### src/rtl/multi_magic_scoreboard.sv
// Scoreboard that tracks up to NUM_TRACK captured packets through an in-order DUT
// and checks each one against the DUT output when it leaves. Optional macro: SB_STICKY_FAIL_EN.
module multi_magic_scoreboard #(
  parameter int DEPTH     = 8,
  parameter int WIDTH     = 8,
  parameter int NUM_TRACK = 2,
  parameter int CNTWID    = $clog2(DEPTH) + 1,
  parameter int SLOTW     = (NUM_TRACK > 1) ? $clog2(NUM_TRACK) : 1
) (
  input  logic             clk,
  input  logic             rst,
  input  logic             push,
  input  logic             pop,
  input  logic             start,
  input  logic [WIDTH-1:0] data_in,
  input  logic [WIDTH-1:0] data_out,
  output logic             data_out_vld,
  output logic [SLOTW-1:0] exit_slot,
  output logic             prop_signal,
  output logic [SLOTW:0]   captured_cnt,
  output logic             all_done
);

  typedef enum logic [1:0] {
    IDLE  = 2'd0,
    TRACK = 2'd1,
    DONE  = 2'd2
  } slot_state_t;

  localparam logic [SLOTW:0]    MAX_CNT = (SLOTW + 1)'(NUM_TRACK);
  localparam logic [CNTWID-1:0] FULL    = CNTWID'(DEPTH);
  localparam logic [CNTWID-1:0] ONE     = CNTWID'(1);

  slot_state_t       state  [NUM_TRACK];
  logic [CNTWID-1:0] pos    [NUM_TRACK];
  logic [WIDTH-1:0]  stored [NUM_TRACK];
  logic [CNTWID-1:0] occ;
  logic [SLOTW:0]    cnt;

  logic              push_acc;
  logic              pop_acc;
  logic              cap_found;
  logic [SLOTW-1:0]  cap_idx;
  logic              capture;
  logic [CNTWID-1:0] cap_pos;
  logic              exit_hit;
  logic [SLOTW-1:0]  exit_idx;
  logic [WIDTH-1:0]  exit_data;
  logic              match;

  assign push_acc = push && (occ < FULL);
  assign pop_acc  = pop && (occ != '0);
  assign capture  = start && push_acc && cap_found;
  // A simultaneous pop shifts the new packet one place closer to the head.
  assign cap_pos  = pop_acc ? occ : (occ + ONE);

  // Scan downwards so the lowest-index idle slot is the one left selected.
  always_comb begin
    cap_found = 1'b0;
    cap_idx   = '0;
    for (int i = NUM_TRACK - 1; i >= 0; i--) begin
      if (state[i] == IDLE) begin
        cap_found = 1'b1;
        cap_idx   = SLOTW'(i);
      end
    end
  end

  always_comb begin
    exit_hit  = 1'b0;
    exit_idx  = '0;
    exit_data = '0;
    for (int i = 0; i < NUM_TRACK; i++) begin
      if (pop_acc && (state[i] == TRACK) && (pos[i] == ONE)) begin
        exit_hit  = 1'b1;
        exit_idx  = SLOTW'(i);
        exit_data = stored[i];
      end
    end
  end

  assign match = (exit_data == data_out);

  always_comb begin
    all_done = 1'b1;
    for (int i = 0; i < NUM_TRACK; i++) begin
      if (state[i] != DONE) all_done = 1'b0;
    end
  end

  always_ff @(posedge clk) begin
    if (rst) begin
      occ <= '0;
      cnt <= '0;
      for (int i = 0; i < NUM_TRACK; i++) begin
        state[i]  <= IDLE;
        pos[i]    <= '0;
        stored[i] <= '0;
      end
    end else begin
      if (push_acc && !pop_acc) occ <= occ + ONE;
      else if (pop_acc && !push_acc) occ <= occ - ONE;

      if (capture && (cnt < MAX_CNT)) cnt <= cnt + 1'b1;

      for (int i = 0; i < NUM_TRACK; i++) begin
        if (capture && (cap_idx == SLOTW'(i))) begin
          state[i]  <= TRACK;
          pos[i]    <= cap_pos;
          stored[i] <= data_in;
        end else if ((state[i] == TRACK) && pop_acc) begin
          pos[i] <= pos[i] - ONE;
          if (pos[i] == ONE) state[i] <= DONE;
        end
      end
    end
  end

`ifdef SB_STICKY_FAIL_EN
  logic fail;

  always_ff @(posedge clk) begin
    if (rst) fail <= 1'b0;
    else if (exit_hit && !match) fail <= 1'b1;
  end

  assign prop_signal = !fail && (!exit_hit || match);
`else
  assign prop_signal = !exit_hit || match;
`endif

  assign data_out_vld = exit_hit;
  assign exit_slot    = exit_idx;
  assign captured_cnt = cnt;

endmodule

### config.mk
export PLATFORM = sky130hd
export DESIGN_NAME = multi_magic_scoreboard
export DESIGN_NICKNAME = d
export VERILOG_FILES = /design/src/rtl/multi_magic_scoreboard.sv
export SDC_FILE = /design/constraint.sdc
export NUM_CORES = 1
export LEC_CHECK = 0
export ABC_AREA = 1
export CORE_UTILIZATION = 35
export CTS_CLUSTER_DIAMETER = 40
export DETAILED_ROUTE_END_ITERATION = 7
export SYNTH_ARGS = -nofsm -noshare
export SYNTH_HDL_FRONTEND = slang
export SYNTH_SLANG_ARGS = --single-unit
### constraint.sdc
create_clock -name clk -period 5.5 [get_ports clk]
set_input_delay 1.65 -clock clk [delete_from_list [all_inputs] [get_ports clk]]
set_output_delay 1.65 -clock clk [all_outputs]
set_load 0.05 [all_outputs]
* Word-level counts from Yosys, hierarchy flattened
Memories as Yosys holds them, arrays and structs flattened.
Cells that the tools add are included.
** Operators by class
- Mux-type cells :: 49
- Bitwise operators :: 11
- Equality and inequality tests :: 7
- $add $sub $neg :: 5
- $lt $le $gt $ge :: 2
- Reduce and logical (&&, ||, !) cells :: 21
** Operators with widths (number)
- 1-bit two-way mux :: 34
- 8-bit two-way mux :: 4
- 4-bit two-way mux :: 7
- 1-bit logical AND :: 13
- 4-bit by 1-bit subtractor with 4-bit output (second input constant) :: 3
- 1-bit OR :: 10
- 4-bit by 1-bit == test with 1-bit output (second input constant) :: 2
- 8-bit == test :: 1
- 2-bit two-way mux :: 4
- 4-bit by 1-bit adder with 4-bit output (second input constant) :: 1
- 2-bit by 1-bit == test with 1-bit output (second input constant) :: 2
- 2-bit zero test :: 2
- 4-bit less-than comparator (second input constant) :: 1
- 2-bit inequality test (second input constant) :: 2
- 4-bit nonzero test :: 1
- 1-bit zero test :: 3
- 2-bit by 1-bit adder with 2-bit output (second input constant) :: 1
- 2-bit less-than comparator (second input constant) :: 1
- 2-bit nonzero test :: 1
- 1-bit logical OR :: 1
- 1-bit inverter :: 1
** Storage, ports and cells
- Memories :: 3
- Output and inout bits :: 6
- Flip-flop bits (word level) :: 6
- Bits in writable memories :: 28
** Memories
- stored :: depth 2, bits a word 8, read ports 2, clocked after memory_dff 0, write ports 2, line 36 : logic [WIDTH-1:0] stored [NUM_TRACK];
- pos :: depth 2, bits a word 4, read ports 2, clocked after memory_dff 0, write ports 2, line 35 : logic [CNTWID-1:0] pos [NUM_TRACK];
- state :: depth 2, bits a word 2, read ports 2, clocked after memory_dff 0, write ports 2, line 34 : slot_state_t state [NUM_TRACK];

* Depth between registers and ports, before layout
- Depth in word-level cells :: 10
- Gate-level depth with buffers :: 15
- Mapped depth without buffers :: 15

* Worst setup path before layout
OpenSTA, ideal clock, no wires.
- Path kind :: in2out
- From :: input port pop
- To :: output port prop_signal
- Cell stages on the path :: 11
- Path slack :: 0.910 ns
- Required time :: 3.850 ns
- Arrival time :: 2.940 ns
- Path buffers :: 0
- Cells stage by stage :: nand2_1 > nand2_4 > nand3_4 > clkinv_2 > nand2_1 > nand3_1 > nand2_1 > nand2_1 > nor2_1 > nand2_1 > nand2_1
** Between the ends
- Cells in the longest elaborated chain, start to end :: 7
- Elaborated cells between the ends (all ways) :: 12
** RTL lines
- from (decl) :: line 13 : input logic pop,
- 1-bit logical AND * :: line 52 : assign pop_acc = pop && (occ != '0);
- 1-bit logical AND (2 in a row) :: line 74 : if (pop_acc && (state[i] == TRACK) && (pos[i] == ONE)) begin
- 8-bit two-way mux / 1-bit two-way mux (equally long branches) (2 in a row) :: line 74
- 8-bit == test / 1-bit zero test (equally long branches) :: line 82, 129
- 1-bit logical OR * :: line 129 : assign prop_signal = !exit_hit || match;
- to (decl) :: line 19 : output logic prop_signal,
Every way passes the cells marked *; elsewhere a longest branch is shown, timed or not.

* Worst setup path after layout
Same ends and word-level chain as after synthesis.

==> results by group <==
Status
  • Outcome: finished clean

Setup path
  • Worst R2R Setup Slack: 3.52 ns
  • Crit path capture: prop_signal
  • Worst r2r src: occ[0]
  • Worst Reg-to-Reg Cells: 11
  • Setup Crit Path Kind: input pin to output pin
  • Crit start category: input pin
  • Worst EP required: 3.85 ns
  • Max Fanout on Critical Path: 14
  • Nature of the critical path endpoint: output pin
  • RR Endpoint: occ[3]
  • WP data arrival: 3.52 ns
  • CP Launch Point: pop

Final layout
  • Share of post-route cells with drive strength above 1: 8.681%
  • Diode count: 0
  • Final-layout fill cell count: 579
  • Area growth from synthesis to layout: 21.60%
  • Layout Utilization: 44.85%
  • NumNets Final: 315

Floorplanning
  • Die X-Extent: 78.87 um
  • # rows: 27
  • Area of the die: 6220 um2
  • Total core area: 5608 um2
  • Top Ports: 27
  • Initial Util: 36.88%
  • Die Ht: 78.87 um

Global routing
  • Gr usage total: 14.69%
  • Vias in the first global route: 1537
  • First-pass GRT wire length: 7031 um
  • Largest net degree at the start of global routing: 15
  • GR Overflow Total: 0
  • Initial antenna violation count: 0

Worst hold path
  • Hold Crit Class: flop to flop
  • HP Start: captured_cnt[0]
  • Worst hold stages: 2

Drt
  • Routed WL per cell: 11.57 um
  • Drt via density: 4.617
  • Initial DRT Pass Iterations: 4
  • Remaining antenna violation count: 0
  • Via count: 1662
  • 1st-iter DRT viols: 87
  • Final wirelength: 4164 um
  • Residual DRC: 0

Timing
  • Achievable frequency: 0.1936 GHz
  • Worst Tran Pin Value: 0.4919 ns
  • Final hold vios: 0
  • Max Slew Vio Count: 0
  • Final setup viols: 0
  • Period Utilization, post-route: 93.92%
  • Setup TNS: 0 ns
  • Fin crit period: 5.166 ns
  • Slew HR: 67.10%
  • Unrepaired setup endpoints after global routing: no
  • Worst Skew: 0.004523 ns

Place
  • RD Place Congestion: 0.7759
  • Input/output buffers: 26
  • Detail Placement HPWL: 3211 um

Synth
  • Synthesized cell area: 2068 um2
  • Synth Area in Compound Gates: 7.260%
  • Syn Area/Cell: 8.048 um2
  • Main combinational cell family by area after synthesis: simple AND/OR/NAND/NOR gates
  • Seq/Total Area, Yosys: 45.49%
  • Xor and xnor area share after synthesis: 3.388%
  • Register bit total from synthesis: 34
  • Post-synthesis simple-gate area fraction: 29.22%
  • Adder-Cell Fraction of Synth Area: 4.235%
  • Post-synthesis mux area share: 0%
  • Syn Nets: 285
  • Synth Instances: 257
  • Synth warn: 0
  • Unique masters post-synth: 29

Power
  • Sw frac: 33.42%
  • Power share of the combinational group: 31.1%
  • Peak VDD IR: 180.4 uV
  • Net Sw Power: 280.8 uW
  • Clock share of power: 26.9%
  • Leakage: 0.001108 uW
  • Power Dens Cells: 334.1 nW/um2
  • Int Power: 559.4 uW
  • Sequential power share: 42.0%

Flow run
  • Maxcap violations: 0

Clock network
  • Post-CTS Resized: 0
  • Worst skew pair latency: 0.28 ns
  • CTS tree: yes
  • Setup bufs post-CTS: 0
  • CTS Hold Buffers Added: 0
  • Total CTS buffers: 5
  • CTS HTree Levels: 2
  • Deepest clock path buffer count: 2
  • Clock Pin Slew Worst Setup and Hold Paths: 0.07 ns
  • Clock sink total: 34
  • CTS Root Cell: clkbuf_8
logic make-up after synthesis:
kind of cell	Yosys count
DFF	34
and+or+nand+nor	126
adders and majority gates	7
xor gates and xnor gates	8
AOI/OAI and AO/OA	28
buffers and inverters	54
cells in the final DEF, fill, tap and decap left out, types with 5 or more instances in the layout:
cell type	count
ha_1	7
nand4_1	6
inv_1	48
a21oi_1	10
edfxtp_1	26
dfxtp_1	8
nor3_1	5
o21ai_0	13
nand3_1	17
clkbuf_8	5
clkdlybuf4s50_1	23
nand2_1	64
nor2_1	19
per-stage QoR:
step	power [uW]	worst slack, ns	std cells	hold slack [ns]	area (um2)
2_1_floorplan	552.8	0.9098	257	0.5038	2068
4_1_cts	848.3	0.3092	360	0.4901	2515
3_3_place_gp	616.3	0.3855	352	0.4686	2401
6_report	840.2	0.3342	360	0.4825	2515
3_5_place_dp	619.4	0.3137	352	0.4764	2401
5_1_grt	901.3	0.03545	360	0.5302	2515
power groups by stage:
stage / logic [uW] / registers, uW / clock network (uW)
final: 261 / 353 / 226
after global routing: 297 / 358 / 246
after CTS: 263 / 353 / 232
after detailed placement: 262 / 358 / 0
after global placement: 259 / 357 / 0
after floorplan: 197 / 355 / 0
routing by layer:
| metal | GRT usage, % | wire length [um] | up-vias |
|---|---|---|---|
| met5 | 0 | 0 | - |
| met4 | 6.000 | 65 | 0 |
| met3 | 2.414 | 110 | 5 |
| met2 | 23.04 | 1818 | 27 |
| met1 | 20.09 | 2170 | 742 |
| li1 | - | - | 888 |
synthesized netlist by cell type, drive strengths merged:
cell type	count	share of area [%]
o211ai	2	0.73
xor2	4	1.7
a21boi	1	0.36
a21oi	10	2.4
buf	2	0.91
nor2	23	5.1
nand2	67	13
nand3b	4	1.5
nor3b	1	0.91
nand3	20	5.9
o21ai	13	3.1
clkbuf	1	0.18
ha	7	4.2
nor3	5	1.2
xnor2	4	1.7
dfxtp	8	7.7
clkinv	1	0.24
nand4	6	1.8
inv	50	9.1
o22ai	2	0.60
edfxtp	26	38
flip-flops by register name, summed over array words and instances (netlist names):
name and flops:
stored 16, pos 8, occ 4, state 4, captured_cnt 2
cell type report:
class                      count  area (um2)  share of cell area, %
tap                           72       90.09                  3.582
timing repair buffer          26       265.3                  10.55
clock buffer                   5       68.82                  2.736
inverter                      51       192.7                  7.662
multi-input combinational    169       912.1                  36.27
clock inverter                 3       45.04                  1.791
sequential                    34       940.9                  37.41
how the worst min path moves through the flow:
stage	to	slack, ns
floorplan	occ[2]	0.50
global placement	captured_cnt[0]	0.47
detailed placement	captured_cnt[0]	0.48
CTS	captured_cnt[0]	0.49
global route	captured_cnt[0]	0.53
finish	captured_cnt[0]	0.48
critical path, cell delays in order:
cell,delay (ns)
clkdlybuf4s50_1,0.53
nand2_1,0.12
nand2_4,0.17
nand3_4,0.19
clkinv_2,0.16
nand2_1,0.09
nand2_1,0.07
nand2_1,0.04
nand2_1,0.05
nand2_1,0.05
nor2_1,0.09
nand2_1,0.06
nand2_1,0.10
buf_12,0.14
(Power assumes the default switching activity.)
